**config.mk**
```make
export PLATFORM = sky130hd
export DESIGN_NAME = evt10_capture
export DESIGN_NICKNAME = d
export VERILOG_FILES = /design/src/rtl/evt10_capture.sv
export SDC_FILE = /design/constraint.sdc
export NUM_CORES = 1
export LEC_CHECK = 0
export CORE_ASPECT_RATIO = 1.5
export CORE_MARGIN = 2
export CORE_UTILIZATION = 40
export DETAILED_ROUTE_END_ITERATION = 10
export GPL_TIMING_DRIVEN = 0
export PLACE_DENSITY = 0.69
export SLEW_MARGIN = 10
export SYNTH_ARGS = -nofsm -noshare
export SYNTH_HDL_FRONTEND = slang
export SYNTH_SLANG_ARGS = --single-unit
```
**constraint.sdc**
```tcl
create_clock -name CK -period 3.3 [get_ports CK]
set_input_delay 0.66 -clock CK [delete_from_list [all_inputs] [get_ports CK]]
set_output_delay 0.66 -clock CK [all_outputs]
set_load 0.02 [all_outputs]
```
**src/rtl/evt10_capture.sv**
```systemverilog
// evt10_capture: ten-channel sticky rising-edge capture feeding the OR10 macro.
// Each channel samples its event input, detects a rising edge and holds it in
// a sticky flag Qn until the matching Cn clear. CNT is the registered
// population count of the flags and always agrees with Q0..Q9.
//
// Optional build macro: EVT10_SYNC_EN
//   defined   - each An passes through a 2-flop synchronizer before Sn
//   undefined - An feeds Sn directly (sources already synchronous to CK)

module evt10_capture (
    input  logic       CK,
    input  logic       CD,
    input  logic       EN,
    input  logic       A0,
    input  logic       A1,
    input  logic       A2,
    input  logic       A3,
    input  logic       A4,
    input  logic       A5,
    input  logic       A6,
    input  logic       A7,
    input  logic       A8,
    input  logic       A9,
    input  logic       C0,
    input  logic       C1,
    input  logic       C2,
    input  logic       C3,
    input  logic       C4,
    input  logic       C5,
    input  logic       C6,
    input  logic       C7,
    input  logic       C8,
    input  logic       C9,
    output logic       Q0,
    output logic       Q1,
    output logic       Q2,
    output logic       Q3,
    output logic       Q4,
    output logic       Q5,
    output logic       Q6,
    output logic       Q7,
    output logic       Q8,
    output logic       Q9,
    output logic [3:0] CNT
);

    // Counts asserted bits of a 10-bit flag vector (result 0..10).
    function automatic logic [3:0] popcount10(input logic [9:0] v);
        logic [3:0] n;
        n = 4'd0;
        for (int i = 0; i < 10; i++) begin
            n = n + {3'b000, v[i]};
        end
        return n;
    endfunction

    logic [9:0] a_vec;
    logic [9:0] c_vec;
    logic [9:0] s_in;
    logic [9:0] s_reg;
    logic [9:0] p_reg;
    logic [9:0] edge_det;
    logic [9:0] q_reg;
    logic [9:0] q_next;
    logic [3:0] cnt_reg;
    logic [3:0] cnt_next;

    assign a_vec = {A9, A8, A7, A6, A5, A4, A3, A2, A1, A0};
    assign c_vec = {C9, C8, C7, C6, C5, C4, C3, C2, C1, C0};

`ifdef EVT10_SYNC_EN
    logic [9:0] sync_1;
    logic [9:0] sync_2;

    // Two-flop synchronizer bringing the asynchronous event inputs into CK.
    always_ff @(posedge CK or posedge CD) begin
        if (CD) begin
            sync_1 <= '0;
            sync_2 <= '0;
        end else begin
            sync_1 <= a_vec;
            sync_2 <= sync_1;
        end
    end

    assign s_in = sync_2;
`else
    assign s_in = a_vec;
`endif

    // Sample and previous registers; they track the input regardless of EN so
    // that enabling capture with a steady-high input does not fake an edge.
    always_ff @(posedge CK or posedge CD) begin
        if (CD) begin
            s_reg <= '0;
            p_reg <= '0;
        end else begin
            s_reg <= s_in;
            p_reg <= s_reg;
        end
    end

    assign edge_det = s_reg & ~p_reg;

    // Flag next state (set wins over clear) and the matching population count.
    always_comb begin
        q_next   = '0;
        cnt_next = 4'd0;
        q_next   = (edge_det & {10{EN}}) | (q_reg & ~c_vec);
        cnt_next = popcount10(q_next);
    end

    // Sticky flags and their count, both registered so no input reaches Q/CNT combinationally.
    always_ff @(posedge CK or posedge CD) begin
        if (CD) begin
            q_reg   <= '0;
            cnt_reg <= 4'd0;
        end else begin
            q_reg   <= q_next;
            cnt_reg <= cnt_next;
        end
    end

    assign Q0  = q_reg[0];
    assign Q1  = q_reg[1];
    assign Q2  = q_reg[2];
    assign Q3  = q_reg[3];
    assign Q4  = q_reg[4];
    assign Q5  = q_reg[5];
    assign Q6  = q_reg[6];
    assign Q7  = q_reg[7];
    assign Q8  = q_reg[8];
    assign Q9  = q_reg[9];
    assign CNT = cnt_reg;

endmodule

```
# Word-level counts from Yosys, hierarchy flattened
# Cells that the tools add are included.
# totals
register_bits	34
latchBits	0
ramBits	0
mem_bits_ro	0
input_bits	23
elab_cells	19
memories	0
# op_classes
addsub	9
mul	0
div	0
n_lt_le_gt_ge	0
n_eq_ne	0
shift	0
n_mux	0
bitwise	6
n_reduce_logical	0
# ops
operator	count
AND 10 bit	3
adder 4 x 1 -> 4 bit	6
inverter 10 bit	2
bitwise OR 10 bit	1
adder 3 x 1 -> 4 bit	1
adder 2 x 1 -> 3 bit	1
adder 1 x 1 -> 2 bit	1

# Longest topological paths before layout
# Gate-level depths: netlist of run 1.
# logic_depth
depth_word	13
ltp_mapped	11
depth_no_buf	10

# Least setup slack after synthesis of run 1
# No wires, ideal clock.
# synth_timing
path_type	input port to flip-flop
from	input port EN
to	register cnt_reg[2] (netlist: CNT[2])
setup_time_ns	0.123
arrival_time_ns	3.143
path_slack_ns	0.034
cell_stages	11
n_path_buf	1
cell_sequence	buf_6 nand3b_1 o21a_1 fa_1 fa_1 fa_1 inv_1 ha_1 inv_1 fa_1 xor2_1
# synth_between
elab_chain_len	11
# synth_rtl
element	line	rtl
from (decl)	13	input logic EN,
AND 10 bit *	109	q_next = (edge_det & {10{EN}}) | (q_reg & ~c_vec);
bitwise OR 10 bit *	109	
adder 1 x 1 -> 2 bit	52	n = n + {3'b000, v[i]};
adder 2 x 1 -> 3 bit	52	
adder 3 x 1 -> 4 bit	52	
adder 4 x 1 -> 4 bit (5 in a row)	52	
adder 4 x 1 -> 4 bit *	52	
net cnt_next[2]	66	logic [3:0] cnt_next;
to (signal assigned)	120	cnt_reg <= cnt_next;
to (decl)	65	logic [3:0] cnt_reg;
# The timed path passes the listed nets; every way through them passes the cells marked *.

# Worst setup path in the final report of run 1
# layout_timing
from	input port C0
to	register cnt_reg[1] (netlist: CNT[1])
# layout_between
elab_chain_len	12
# layout_rtl
element	line	rtl
from (decl)	24	input logic C0,
inverter 10 bit	109	
AND 10 bit	109	
bitwise OR 10 bit	109	
adder 1 x 1 -> 2 bit	52	
adder 2 x 1 -> 3 bit	52	
adder 3 x 1 -> 4 bit	52	
adder 4 x 1 -> 4 bit (6 in a row)	52	
net cnt_next[1]	66	
# The timed path passes the listed nets, and every way through them passes these cells.

==> key figures, run 1 <==
Clock tree
  – Cell at the root of the clock tree: sky130_fd_sc_hd__clkbuf_8
  – Post-CTS Repair Setup Buffers: 0
  – CTS clock-pin slew for the worst setup and hold paths: 0.06 ns
  – H-tree levels: 2
  – Largest buffer count on any clock path: 2
  – CTS tree: yes
  – Number of buffers created by CTS: 5
  – Clock sink count: 34
  – Clock insertion delay at the later pin of the skew report: 0.28 ns

Synthesis
  – Post-Syn Area per Cell: 14.05 um^2
  – Number of warning messages in the yosys log: 0
  – Post-Syn Area: 1279 um^2
  – Seq/Total Area, Yosys: 66.54%
  – Register bit total from synthesis: 34
  – Synth cell types: 14
  – Post-Syn Instances: 91
  – Post-synth net total: 122

Place
  – HPWL Detailed: 1573 um
  – Port Buffer Count: 35
  – Cell area reported after detailed placement: 1679 um^2
  – Last weighted congestion value of the routability-driven placer: 0.7187

Power
  – Total power per unit cell area: 558.4 nW/um^2
  – Part of the power in registers: 48.2%
  – Pint: 0.0007163 W
  – Fraction of power consumed by combinational cells: 23.9%
  – Share of total power consumed by net switching: 26.92%
  – Net switching power of the design: 0.0002639 W
  – Worst vdd rail ir drop: 0.3922 mV
  – Leakage power: 0.7611 nW
  – Clock power share: 27.9%

Critical path
  – Biggest fanout along the worst timing path: 2
  – Crit Reg-Reg Startpoint: p_reg[0]$_DFF_PP0_
  – Reg-to-reg endpoint: CNT[1]$_DFF_PP0_
  – WP data required: 3.48 ns
  – Path depth of the worst reg2reg path: 10
  – Worst-path cell chain: dlygate4sd2_1 -> o21a_1 -> fa_1 -> fa_1 -> fa_1 -> inv_1 -> ha_2 -> inv_1 -> fa_2 -> inv_1
  – Worst path buffer plus inverter count: 4
  – Kind of cell with the highest combined delay on the critical path: adder cells
  – Slowest stage cell, crit path: sky130_fd_sc_hd__fa_1
  – Worst setup path class: in2reg
  – Capturing element type of the critical path: register
  – Worst R2R Setup Slack: 0.27 ns
  – Largest stage delay, worst path: 0.53 ns
  – Worst setup SP type: input pin
  – Worst endpoint data arrival time: 3.39 ns

Global routing
  – Global-route wire length before repair: 3739 um
  – Largest net degree at the start of global routing: 35
  – Via count of the first global-routing pass: 889
  – Overall track demand over capacity in global routing: 14.30%
  – Remaining global-route overflow: 0
  – Initial antenna violation count: 0

Hold path
  – Hold wc startpoint: s_reg[9]$_DFF_PP0_
  – Worst min-delay path class: reg2reg
  – Worst Hold Depth: 0
  – Worst hold endpoint: p_reg[9]$_DFF_PP0_

Final layout
  – Number of filler instances in the final layout: 271
  – Number of antenna repair diodes: 0
  – Layout overhead on the synthesized area: 37.28%
  – Share of post-route cells with drive strength above 1: 9.023%
  – Most frequent standard cell in the layout excluding fill and tap cells: sky130_fd_sc_hd__dfrtp_1
  – Area of all placed cells without fillers: 1755 um^2
  – Nets: 164
  – Highest-count cells in the layout ignoring fill and taps: sky130_fd_sc_hd__dfrtp_1 (34), sky130_fd_sc_hd__clkdlybuf4s50_1 (29), sky130_fd_sc_hd__inv_1 (15)

STA
  – Slew @ Worst Pin: 0.6681 ns
  – Number of slew-limit violations in the final report: 0
  – Number of hold violations in the final report: 0
  – RSZ-0062 raised after global routing: false
  – Worst setup skew after layout: 0.003574 ns
  – Hold Slack: 0.3744 ns
  – Worst slew margin relative to its limit: 55.39%
  – Achievable Freq: 311.7 MHz
  – Share of the cycle needed by the critical path after routing: 97.21%
  – Final setup violating endpoints: 0
  – Post-layout min period: 3.208 ns

Floorplanning
  – # IOs: 37
  – Die Area: 3675 um^2
  – Standard cell core area: 3097 um^2
  – Floorplan row count: 25
  – Die X-Extent: 50.17 um
  – Die Y: 73.25 um
  – Starting Density: 41.29%

Drt
  – Antenna-violating nets left: 0
  – Average wire length per cell after detail routing: 11.96 um
  – Starting DRC count in detailed routing: 21
  – Via count: 815
  – Total wire length after detailed routing: 2069 um
  – Remaining DRCs: 0
  – Via-per-instance ratio: 4.711
  – Count of TritonRoute iterations in the first routing pass: 4

Run
  – Total of max-cap violations: 0

Outcome
  – Outcome: completed
[worst register-to-register path: stages (launching register included)]
cell,delay (ns)
sky130_fd_sc_hd__dfrtp_1,0.35
sky130_fd_sc_hd__nand3b_1,0.16
sky130_fd_sc_hd__o21a_1,0.14
sky130_fd_sc_hd__fa_1,0.50
sky130_fd_sc_hd__fa_1,0.53
sky130_fd_sc_hd__fa_1,0.40
sky130_fd_sc_hd__inv_1,0.07
sky130_fd_sc_hd__ha_2,0.17
sky130_fd_sc_hd__inv_1,0.05
sky130_fd_sc_hd__fa_2,0.51
sky130_fd_sc_hd__inv_1,0.04
[worst max-delay path by stage]
| stage | from | to | slack (ns) | cells after the start |
|---|---|---|---|---|
| after floorplan | EN | CNT[2]$_DFF_PP0_ | 0.03 | 11 |
| after global placement | C0 | CNT[2]$_DFF_PP0_ | -0.35 | 10 |
| after detailed placement | C0 | CNT[2]$_DFF_PP0_ | -0.38 | 10 |
| after CTS | C9 | CNT[1]$_DFF_PP0_ | 0.07 | 10 |
| after global routing | C0 | CNT[1]$_DFF_PP0_ | 0.007 | 10 |
| final | C0 | CNT[1]$_DFF_PP0_ | 0.09 | 10 |
[cells in the mapped netlist]
library cell | number | area [um^2]
sky130_fd_sc_hd__a21oi_1 | 1 | 5.000
sky130_fd_sc_hd__buf_6 | 1 | 11.26
sky130_fd_sc_hd__dfrtp_1 | 34 | 850.8
sky130_fd_sc_hd__fa_1 | 6 | 120.1
sky130_fd_sc_hd__ha_1 | 2 | 25.02
sky130_fd_sc_hd__inv_1 | 16 | 60.06
sky130_fd_sc_hd__nand2_2 | 1 | 6.260
sky130_fd_sc_hd__nand3b_1 | 9 | 67.56
sky130_fd_sc_hd__nor2_1 | 1 | 3.750
sky130_fd_sc_hd__o21a_1 | 8 | 60.06
sky130_fd_sc_hd__o21ai_0 | 9 | 45.04
sky130_fd_sc_hd__o22a_1 | 1 | 8.760
sky130_fd_sc_hd__o22ai_1 | 1 | 6.260
sky130_fd_sc_hd__xor2_1 | 1 | 8.760
[cell type report]
| type | count | area, um^2 | area share, % |
|---|---|---|---|
| plain buffers | 1 | 11.26 | 0.6415 |
| flip-flops and latches | 34 | 850.8 | 48.47 |
| clock buffers | 5 | 68.82 | 3.920 |
| repair buffers | 35 | 342.8 | 19.53 |
| multi-input cells | 40 | 361.6 | 20.60 |
| inverters | 16 | 60.06 | 3.421 |
| clock inverters | 2 | 10.01 | 0.5702 |
| well taps | 40 | 50.05 | 2.851 |
[metal layers]
layer / up-vias / wire length, um / part of all wire (%) / global-route usage (%)
met2: 27 / 1166 / 56 / 25.15
met1: 409 / 743 / 36 / 14.70
met5: - / 0 / 0 / 0
met3: 4 / 118 / 5.7 / 5.691
met4: 0 / 41 / 2.0 / 6.481
li1: 375 / - / - / -
[power by group through the flow]
stage                     registers (W)  logic (W)  clock network (W)
after detailed placement       0.000481   0.000239                  0
after floorplan                0.000515  0.0000955                  0
after global routing           0.000477   0.000267           0.000307
after global placement         0.000478   0.000229                  0
final                          0.000473   0.000234           0.000274
after CTS                      0.000474   0.000240           0.000290
[timing repair]
item                       4_1_cts  5_1_grt
hold endpoints to repair         0        0
resized for setup                8        0
hold buffers                     0        0
setup endpoints to repair        2        1
pin swaps                       10        3
[kinds of logic after synthesis]
kind of cell               Yosys count  synth area share [%]
AOI/OAI and AO/OA                   20                 9.785
buffers and inverters               17                 5.577
adders and majority gates            8                 11.35
DFF                                 34                 66.54
xor gates and xnor gates             1                0.6851
and+or+nand+nor                     11                 6.066
[metrics by stage]
| stage | worst slack (ns) | util (%) | setup TNS (ns) | power, W | instances |
|---|---|---|---|---|---|
| 6_report | 0.09193 | 56.69 | 0 | 0.0009802 | 173 |
| 5_1_grt | 0.007349 | 56.69 | 0 | 0.001050 | 173 |
| 3_5_place_dp | -0.3802 | 54.22 | -0.8781 | 0.0007197 | 166 |
| 3_3_place_gp | -0.3519 | 54.22 | -0.7985 | 0.0007072 | 166 |
| 2_1_floorplan | 0.03405 | - | 0 | 0.0006103 | 91 |
| 4_1_cts | 0.06983 | 56.69 | 0 | 0.001004 | 173 |
Power figures use the tool's default switching activity.
==> run 2, diff against run 1 <==
- ABC_AREA: unset -> 1
==> key figures, run 2 <==
Outcome
  – Outcome: completed

Critical path
  – Worst endpoint data arrival time: 3.36 ns (-0.03 ns)
  – WP data required: 3.48 ns (about the same)
  – Worst path buffer plus inverter count: 6 (+2)
  – Worst setup SP type: input pin
  – Slowest stage cell, crit path: sky130_fd_sc_hd__fa_1
  – Worst setup path class: in2reg
  – Kind of cell with the highest combined delay on the critical path: adder cells
  – Crit Reg-Reg Startpoint: p_reg[9]$_DFF_PP0_
  – Worst R2R Setup Slack: 0.30 ns (+0.03 ns)
  – Reg-to-reg endpoint: CNT[1]$_DFF_PP0_
  – Largest stage delay, worst path: 0.54 ns (about the same)
  – Capturing element type of the critical path: register
  – Path depth of the worst reg2reg path: 12 (+2)
  – Biggest fanout along the worst timing path: 2 (unchanged)
  – Worst-path cell chain: dlygate4sd2_1 -> inv_1 -> nand2_1 -> nand2_2 -> inv_2 -> fa_1 -> fa_1 -> fa_1 -> inv_1 -> ha_2 -> inv_2 -> fa_2 -> inv_1

Hold path
  – Worst min-delay path class: reg2reg
  – Worst Hold Depth: 0 (unchanged)
  – Worst hold endpoint: p_reg[3]$_DFF_PP0_
  – Hold wc startpoint: s_reg[3]$_DFF_PP0_

Drt
  – Via-per-instance ratio: 4.135 (-12%)
  – Remaining DRCs: 0 (unchanged)
  – Starting DRC count in detailed routing: 9 (-57%)
  – Antenna-violating nets left: 0 (unchanged)
  – Via count: 889 (+9.1%)
  – Total wire length after detailed routing: 2514 um (+22%)
  – Average wire length per cell after detail routing: 11.69 um (-2.2%)
  – Count of TritonRoute iterations in the first routing pass: 2 (-2)

STA
  – Slew @ Worst Pin: 0.6817 ns (+0.01359 ns)
  – Post-layout min period: 3.182 ns (-0.02632 ns)
  – Achievable Freq: 314.3 MHz (+0.83%)
  – Number of hold violations in the final report: 0 (unchanged)
  – Worst slew margin relative to its limit: 54.49% (-0.91 points)
  – Final setup violating endpoints: 0 (unchanged)
  – RSZ-0062 raised after global routing: false
  – Number of slew-limit violations in the final report: 0 (unchanged)
  – Share of the cycle needed by the critical path after routing: 96.42% (-0.80 points)
  – Worst setup skew after layout: 0.002671 ns (-0.0009038 ns)
  – Final WS setup: 0.1183 ns (+0.02632 ns)

Global routing
  – Overall track demand over capacity in global routing: 16.44% (+2.1 points)
  – Remaining global-route overflow: 0 (unchanged)
  – Global-route wire length before repair: 4174 um (+12%)
  – Initial antenna violation count: 0 (unchanged)
  – Via count of the first global-routing pass: 929 (+4.5%)
  – Largest net degree at the start of global routing: 35 (unchanged)

Synthesis
  – Seq/Total Area, Yosys: 66.21% (-0.32 points)
  – Post-Syn Area: 1285 um^2 (+0.49%)
  – List of most frequent post-synthesis cells: sky130_fd_sc_hd__inv_1 (36), sky130_fd_sc_hd__dfrtp_1 (34), sky130_fd_sc_hd__nand2_1 (18), sky130_fd_sc_hd__nand3_1 (10), sky130_fd_sc_hd__fa_1 (6)
  – Biggest area contributors in the synthesized netlist: sky130_fd_sc_hd__dfrtp_1 (66%), sky130_fd_sc_hd__inv_1 (11%), sky130_fd_sc_hd__fa_1 (9.3%)
  – Yosys top cell area share: 66.21% (-0.32 points)
  – Most used flip-flop cell after synthesis: sky130_fd_sc_hd__dfrtp_1
  – Most used standard cell by instance count after synthesis: sky130_fd_sc_hd__inv_1
  – Post-Syn Instances: 111 (+22%)
  – Register bit total from synthesis: 34 (unchanged)
  – Post-Syn Area per Cell: 11.58 um^2 (-18%)
  – Cell taking the most area after synthesis: sky130_fd_sc_hd__dfrtp_1
  – EDFF count, synth: 0 (unchanged)
  – Async set or reset register ratio after synthesis: 100.0% (unchanged)
  – Number of warning messages in the yosys log: 0 (unchanged)
  – Synth cell types: 11 (-3)
  – Post-synth net total: 142 (+16%)

Final layout
  – Number of filler instances in the final layout: 258 (-4.8%)
  – Share of post-route cells with drive strength above 1: 25.14% (+16 points)
  – Most frequent standard cell in the layout excluding fill and tap cells: sky130_fd_sc_hd__dfrtp_1
  – Nets: 205 (+25%)
  – Area of all placed cells without fillers: 1946 um^2 (+11%)
  – Highest-count cells in the layout ignoring fill and taps: sky130_fd_sc_hd__dfrtp_1 (34), sky130_fd_sc_hd__inv_1 (29), sky130_fd_sc_hd__clkdlybuf4s50_1 (29)
  – Multi-input logic area: 305.3 um^2 (-16%)
  – Sequential standard cell area: 850.8 um^2 (unchanged)
  – Number of antenna repair diodes: 0 (unchanged)
  – Layout overhead on the synthesized area: 51.41%

Clock tree
  – Post-CTS Hold Fix Bufs: 0 (unchanged)
  – CTS clock-pin slew for the worst setup and hold paths: 0.06 ns (about the same)
  – Number of buffers created by CTS: 5 (unchanged)
  – Clock insertion delay at the later pin of the skew report: 0.28 ns (about the same)
  – H-tree levels: 2 (unchanged)
  – Cell at the root of the clock tree: sky130_fd_sc_hd__clkbuf_8
  – Largest buffer count on any clock path: 2 (unchanged)
  – CTS tree: yes
  – Clock sink count: 34 (unchanged)

Floorplanning
  – Standard cell core area: 3097 um^2 (unchanged)
  – Die X-Extent: 50.28 um (+0.22%)
  – # IOs: 37 (unchanged)
  – Starting Density: 41.49% (+0.20 points)
  – Die Area: 3691 um^2 (+0.44%)
  – Floorplan row count: 25 (unchanged)
  – Die Y: 73.42 um (+0.23%)

Place
  – Port Buffer Count: 35 (unchanged)
  – Worst Setup Slack post-DPL: -0.4064 ns (-0.02614 ns)
  – Last weighted congestion value of the routability-driven placer: 0.6840 (-4.8%)
  – Cell area reported after detailed placement: 1685 um^2 (+0.37%)
  – HPWL Detailed: 1628 um (+3.5%)

Power
  – Worst vdd rail ir drop: 0.3352 mV (-15%)
  – Pint: 0.0007611 W (+6.3%)
  – Part of the power in registers: 45.4% (-2.8 points)
  – Clock power share: 29.3% (+1.4 points)
  – Total power per unit cell area: 533.9 nW/um^2 (-4.4%)
  – Fraction of power consumed by combinational cells: 25.3% (+1.4 points)
  – Net switching power of the design: 0.0002776 W (+5.2%)
  – Overall power consumption: 0.001039 W (+6.0%)
  – Leakage power: 1.000 nW (+31%)
  – Share of total power consumed by net switching: 26.73% (-0.20 points)

Run
  – Total of max-cap violations: 0 (unchanged)
run 2: area by class of cell:
cell class | count | share of cell area, %
Tap cell | 40 | 2.572
Timing Repair Buffer | 56 | 25.79
Buffer | 1 | 0.5788
Clock inverter | 1 | 0.2572
Clock buffer | 7 | 4.437
Inverter | 36 | 6.945
Sequential cell | 34 | 43.73
Multi-Input combinational cell | 40 | 15.69
run 2: what timing repair did:
item,4_1_cts,5_1_grt
buffers inserted,22,0
pin swaps,11,5
endpoints found under the setup margin,2,3
gates resized for setup,14,6
run 2: routing by layer:
| layer | global-route usage (%) | wire length, um | vias to the layer above |
|---|---|---|---|
| met5 | 0 | 0 | - |
| met4 | 9.259 | 51 | 0 |
| met3 | 6.504 | 118 | 6 |
| met2 | 27.92 | 1478 | 20 |
| met1 | 17.06 | 866 | 426 |
| li1 | - | - | 437 |
run 2: kinds of logic (layout without fill, tap and decap cells):
logic type | count (synthesis) | in the layout | share of synthesized area [%]
AO/OA/AOI/OAI | 2 | 2 | 0.7782
XOR/XNOR | 1 | 1 | 0.6817
adder cells (fa/ha/maj) | 8 | 8 | 11.30
buffers and inverters | 37 | 101 | 11.39
flip-flops | 34 | 34 | 66.21
AND/OR/NAND/NOR | 29 | 29 | 9.640
run 2: worst max-delay path by stage:
stage / from / end / slack (ns) / cells after the start
6_report: C9 / CNT[1]$_DFF_PP0_ / 0.12 / 13
5_1_grt: C3 / CNT[1]$_DFF_PP0_ / 0.003 / 13
4_1_cts: C9 / CNT[1]$_DFF_PP0_ / 0.05 / 13
3_5_place_dp: C1 / CNT[2]$_DFF_PP0_ / -0.41 / 13
3_3_place_gp: C1 / CNT[2]$_DFF_PP0_ / -0.39 / 13
2_1_floorplan: EN / CNT[2]$_DFF_PP0_ / 0.07 / 12
run 2: power groups by stage:
stage / combinational (W) / clock, W / sequential [W]
finish: 0.000263 / 0.000304 / 0.000472
global route: 0.000298 / 0.000331 / 0.000476
CTS: 0.000266 / 0.000313 / 0.000472
detailed placement: 0.000233 / 0 / 0.000480
global placement: 0.000228 / 0 / 0.000478
floorplan: 0.0000901 / 0 / 0.000514
run 2: through the flow:
step	utilization [%]	std cells	TNS (ns)	hold slack, ns
floorplan	-	111	0	0.3543
global placement	54.42	186	-0.8339	0.3590
detailed placement	54.42	186	-0.8919	0.3637
CTS	62.79	216	0	0.3778
global route	62.83	215	0	0.3809
finish	62.83	215	0	0.3759
run 2: worst reg2reg max path, cell delays in order, from the launching register on:
cell and delay [ns]:
sky130_fd_sc_hd__dfrtp_1 0.38, sky130_fd_sc_hd__inv_1 0.05, sky130_fd_sc_hd__nand3_1 0.07, sky130_fd_sc_hd__nand2_2 0.10
sky130_fd_sc_hd__inv_2 0.04, sky130_fd_sc_hd__fa_1 0.55, sky130_fd_sc_hd__fa_1 0.43, sky130_fd_sc_hd__fa_1 0.45
sky130_fd_sc_hd__inv_1 0.07, sky130_fd_sc_hd__ha_2 0.18, sky130_fd_sc_hd__inv_2 0.04, sky130_fd_sc_hd__fa_2 0.51
sky130_fd_sc_hd__inv_1 0.04
==> run 3, diff against run 2 <==
- DONT_BUFFER_PORTS: unset -> 1
- PLACE_DENSITY: 0.69 -> unset
==> key figures, run 3 (synthesis gave the netlist of run 2 again) <==
Critical path
  – Worst-path cell chain: buf_6 -> nand3_1 -> nand2_1 -> inv_1 -> fa_1 -> fa_1 -> fa_1 -> inv_1 -> ha_1 -> inv_1 -> fa_1 -> xor2_1
  – Worst setup path class: in2reg
  – Worst endpoint data arrival time: 3.30 ns (-0.06 ns)
  – Worst R2R Setup Slack: 0.19 ns (-0.11 ns)
  – Worst setup SP type: input pin
  – Kind of cell with the highest combined delay on the critical path: adder cells
  – Path depth of the worst reg2reg path: 11 (-1)
  – Crit Reg-Reg Startpoint: q_reg[0]$_DFF_PP0_
  – Reg-to-reg endpoint: CNT[2]$_DFF_PP0_
  – Capturing element type of the critical path: register
  – Worst path buffer plus inverter count: 4 (-2)
  – WP data required: 3.46 ns (-0.02 ns)
  – Slowest stage cell, crit path: sky130_fd_sc_hd__fa_1
  – Most common cell on crit path: sky130_fd_sc_hd__fa_1
  – First element of the critical path: EN
  – Largest stage delay, worst path: 0.55 ns (about the same)
  – Biggest fanout along the worst timing path: 10 (+8)

Drt
  – Total wire length after detailed routing: 1862 um (-26%)
  – Via-per-instance ratio: 4.278 (+3.5%)
  – Antenna-violating nets left: 0 (unchanged)
  – Average wire length per cell after detail routing: 11.78 um (+0.78%)
  – Remaining DRCs: 0 (unchanged)
  – Count of TritonRoute iterations in the first routing pass: 4 (+2)
  – Starting DRC count in detailed routing: 9 (unchanged)
  – Via count: 676 (-24%)

Floorplanning
  – Standard cell core area: 3097 um^2 (unchanged)
  – Die Area: 3691 um^2 (unchanged)
  – # IOs: 37 (unchanged)
  – Die Y: 73.42 um (unchanged)
  – Die X-Extent: 50.28 um (unchanged)
  – Starting Density: 41.49% (unchanged)
  – Floorplan row count: 25 (unchanged)

Hold path
  – Worst min-delay path class: in2async

STA
  – Number of slew-limit violations in the final report: 0 (unchanged)
  – Hold Slack: 0.3645 ns (-0.01142 ns)
  – Worst slew margin relative to its limit: 54.61% (+0.12 points)
  – RSZ-0062 raised after global routing: false
  – Final setup violating endpoints: 0 (unchanged)
  – Slew @ Worst Pin: 0.6799 ns (-0.001866 ns)
  – Number of hold violations in the final report: 0 (unchanged)
  – Achievable Freq: 319.0 MHz (+1.5%)
  – Post-layout min period: 3.135 ns (-0.04666 ns)
  – Final WS setup: 0.1649 ns (+0.04666 ns)
  – Share of the cycle needed by the critical path after routing: 95.00% (-1.4 points)
  – Worst setup skew after layout: 0.004759 ns (+0.002089 ns)

Final layout
  – Nets: 149 (-27%)
  – Highest-count cells in the layout ignoring fill and taps: sky130_fd_sc_hd__inv_1 (35), sky130_fd_sc_hd__dfrtp_1 (34), sky130_fd_sc_hd__nand2_1 (18)
  – Share of the core filled with cells: 45.58% (-17 points)
  – Number of antenna repair diodes: 0 (unchanged)
  – Most frequent standard cell in the layout excluding fill and tap cells: sky130_fd_sc_hd__inv_1
  – Finished Layout Cells: 158 (-27%)
  – Share of post-route cells with drive strength above 1: 6.780% (-18 points)
  – Layout overhead on the synthesized area: 9.834%

Power
  – Total power per unit cell area: 634.8 nW/um^2 (+19%)
  – Part of the power in registers: 57.1% (+12 points)
  – Clock power share: 30.5% (+1.2 points)
  – Pint: 0.0006477 W (-15%)
  – Fraction of power consumed by combinational cells: 12.4% (-13 points)
  – Share of total power consumed by net switching: 27.71% (+0.99 points)
  – Leakage power: 0.7458 nW (-25%)
  – Worst vdd rail ir drop: 0.3082 mV (-8.1%)
  – Net switching power of the design: 0.0002483 W (-11%)

Place
  – Port Buffer Count: 0 (-100%)
  – Worst Setup Slack post-DPL: -0.1477 ns (+0.2587 ns)
  – Placed cell count: 151 (-19%)
  – HPWL Detailed: 1354 um (-17%)
  – Last weighted congestion value of the routability-driven placer: 0.7181 (+5.0%)

Clock tree
  – CTS tree: yes
  – Clock insertion delay at the later pin of the skew report: 0.28 ns (about the same)
  – H-tree levels: 2 (unchanged)
  – Post-CTS Repair Setup Buffers: 0 (-100%)
  – Largest buffer count on any clock path: 2 (unchanged)
  – Clock sink count: 34 (unchanged)
  – Number of buffers created by CTS: 5 (unchanged)
  – Cell at the root of the clock tree: sky130_fd_sc_hd__clkbuf_8
  – Post-cts gate resize count: 0 (-14)
  – CTS clock-pin slew for the worst setup and hold paths: 0.06 ns (about the same)
  – Post-CTS Hold Fix Bufs: 0 (unchanged)

Global routing
  – Overall track demand over capacity in global routing: 12.77% (-3.7 points)
  – Via count of the first global-routing pass: 722 (-22%)
  – Initial antenna violation count: 0 (unchanged)
  – Global-route wire length before repair: 3305 um (-21%)
  – Remaining global-route overflow: 0 (unchanged)
  – Largest net degree at the start of global routing: 35 (unchanged)

Run
  – Total of max-cap violations: 0 (unchanged)

Outcome
  – Outcome: completed
[run 3: cell count changes in the layout (fill, tap and decap cells not counted), sizes merged]
| cell | change |
|---|---|
| buf | -21 |
| clkdlybuf4s15 | -1 |
| clkdlybuf4s50 | -29 |
| clkinv | -1 |
| dlygate4sd2 | -5 |
[run 3: layer usage]
| layer | global-route usage (%) | part of all wire, % | wire length [um] |
|---|---|---|---|
| met5 | 0 | 0 | 0 |
| met4 | 9.259 | 3.1 | 58 |
| met3 | 5.081 | 6.0 | 112 |
| met2 | 19.88 | 51 | 955 |
| met1 | 13.99 | 40 | 736 |
[run 3: worst reg2reg max path: stages (launching register included)]
cell and delay (ns):
sky130_fd_sc_hd__dfrtp_1 0.47, sky130_fd_sc_hd__nand2_1 0.09, sky130_fd_sc_hd__nand2_1 0.11, sky130_fd_sc_hd__inv_1 0.07, sky130_fd_sc_hd__fa_1 0.50, sky130_fd_sc_hd__fa_1 0.55
sky130_fd_sc_hd__fa_1 0.42, sky130_fd_sc_hd__inv_1 0.07, sky130_fd_sc_hd__ha_1 0.15, sky130_fd_sc_hd__inv_1 0.05, sky130_fd_sc_hd__fa_1 0.37, sky130_fd_sc_hd__xor2_1 0.15
[run 3: worst max path at each step]
stage                        to  slack, ns  cells after the start
2_1_floorplan  CNT[2]$_DFF_PP0_       0.07                     12
3_3_place_gp   CNT[2]$_DFF_PP0_      -0.12                     12
3_5_place_dp   CNT[2]$_DFF_PP0_      -0.15                     12
4_1_cts        CNT[2]$_DFF_PP0_       0.15                     12
5_1_grt        CNT[2]$_DFF_PP0_       0.02                     12
6_report       CNT[2]$_DFF_PP0_       0.16                     12
[run 3: area by class of cell]
type,count,area (um^2)
plain buffers,1,11.26
flip-flops and latches,34,850.8
well taps,40,50.05
inverters,36,135.1
clock buffers,7,76.32
multi-input cells,40,287.8
fillers,294,1685
[run 3: power by group through the flow]
| stage | Combinational, W | Clock (W) | Sequential (W) |
|---|---|---|---|
| after floorplan | 0.0000901 | 0 | 0.000514 |
| after global placement | 0.000110 | 0 | 0.000519 |
| after detailed placement | 0.000116 | 0 | 0.000521 |
| after CTS | 0.000116 | 0.000285 | 0.000513 |
| after global routing | 0.000139 | 0.000310 | 0.000515 |
| final | 0.000111 | 0.000273 | 0.000512 |
[run 3: stage by stage]
step	power [W]	setup TNS [ns]	instance area, um^2
final	0.0008960	0	1411
after global routing	0.0009650	0	1411
after CTS	0.0009140	0	1411
after detailed placement	0.0006363	-0.2710	1335
after global placement	0.0006284	-0.2270	1335
after floorplan	0.0006043	0	1285
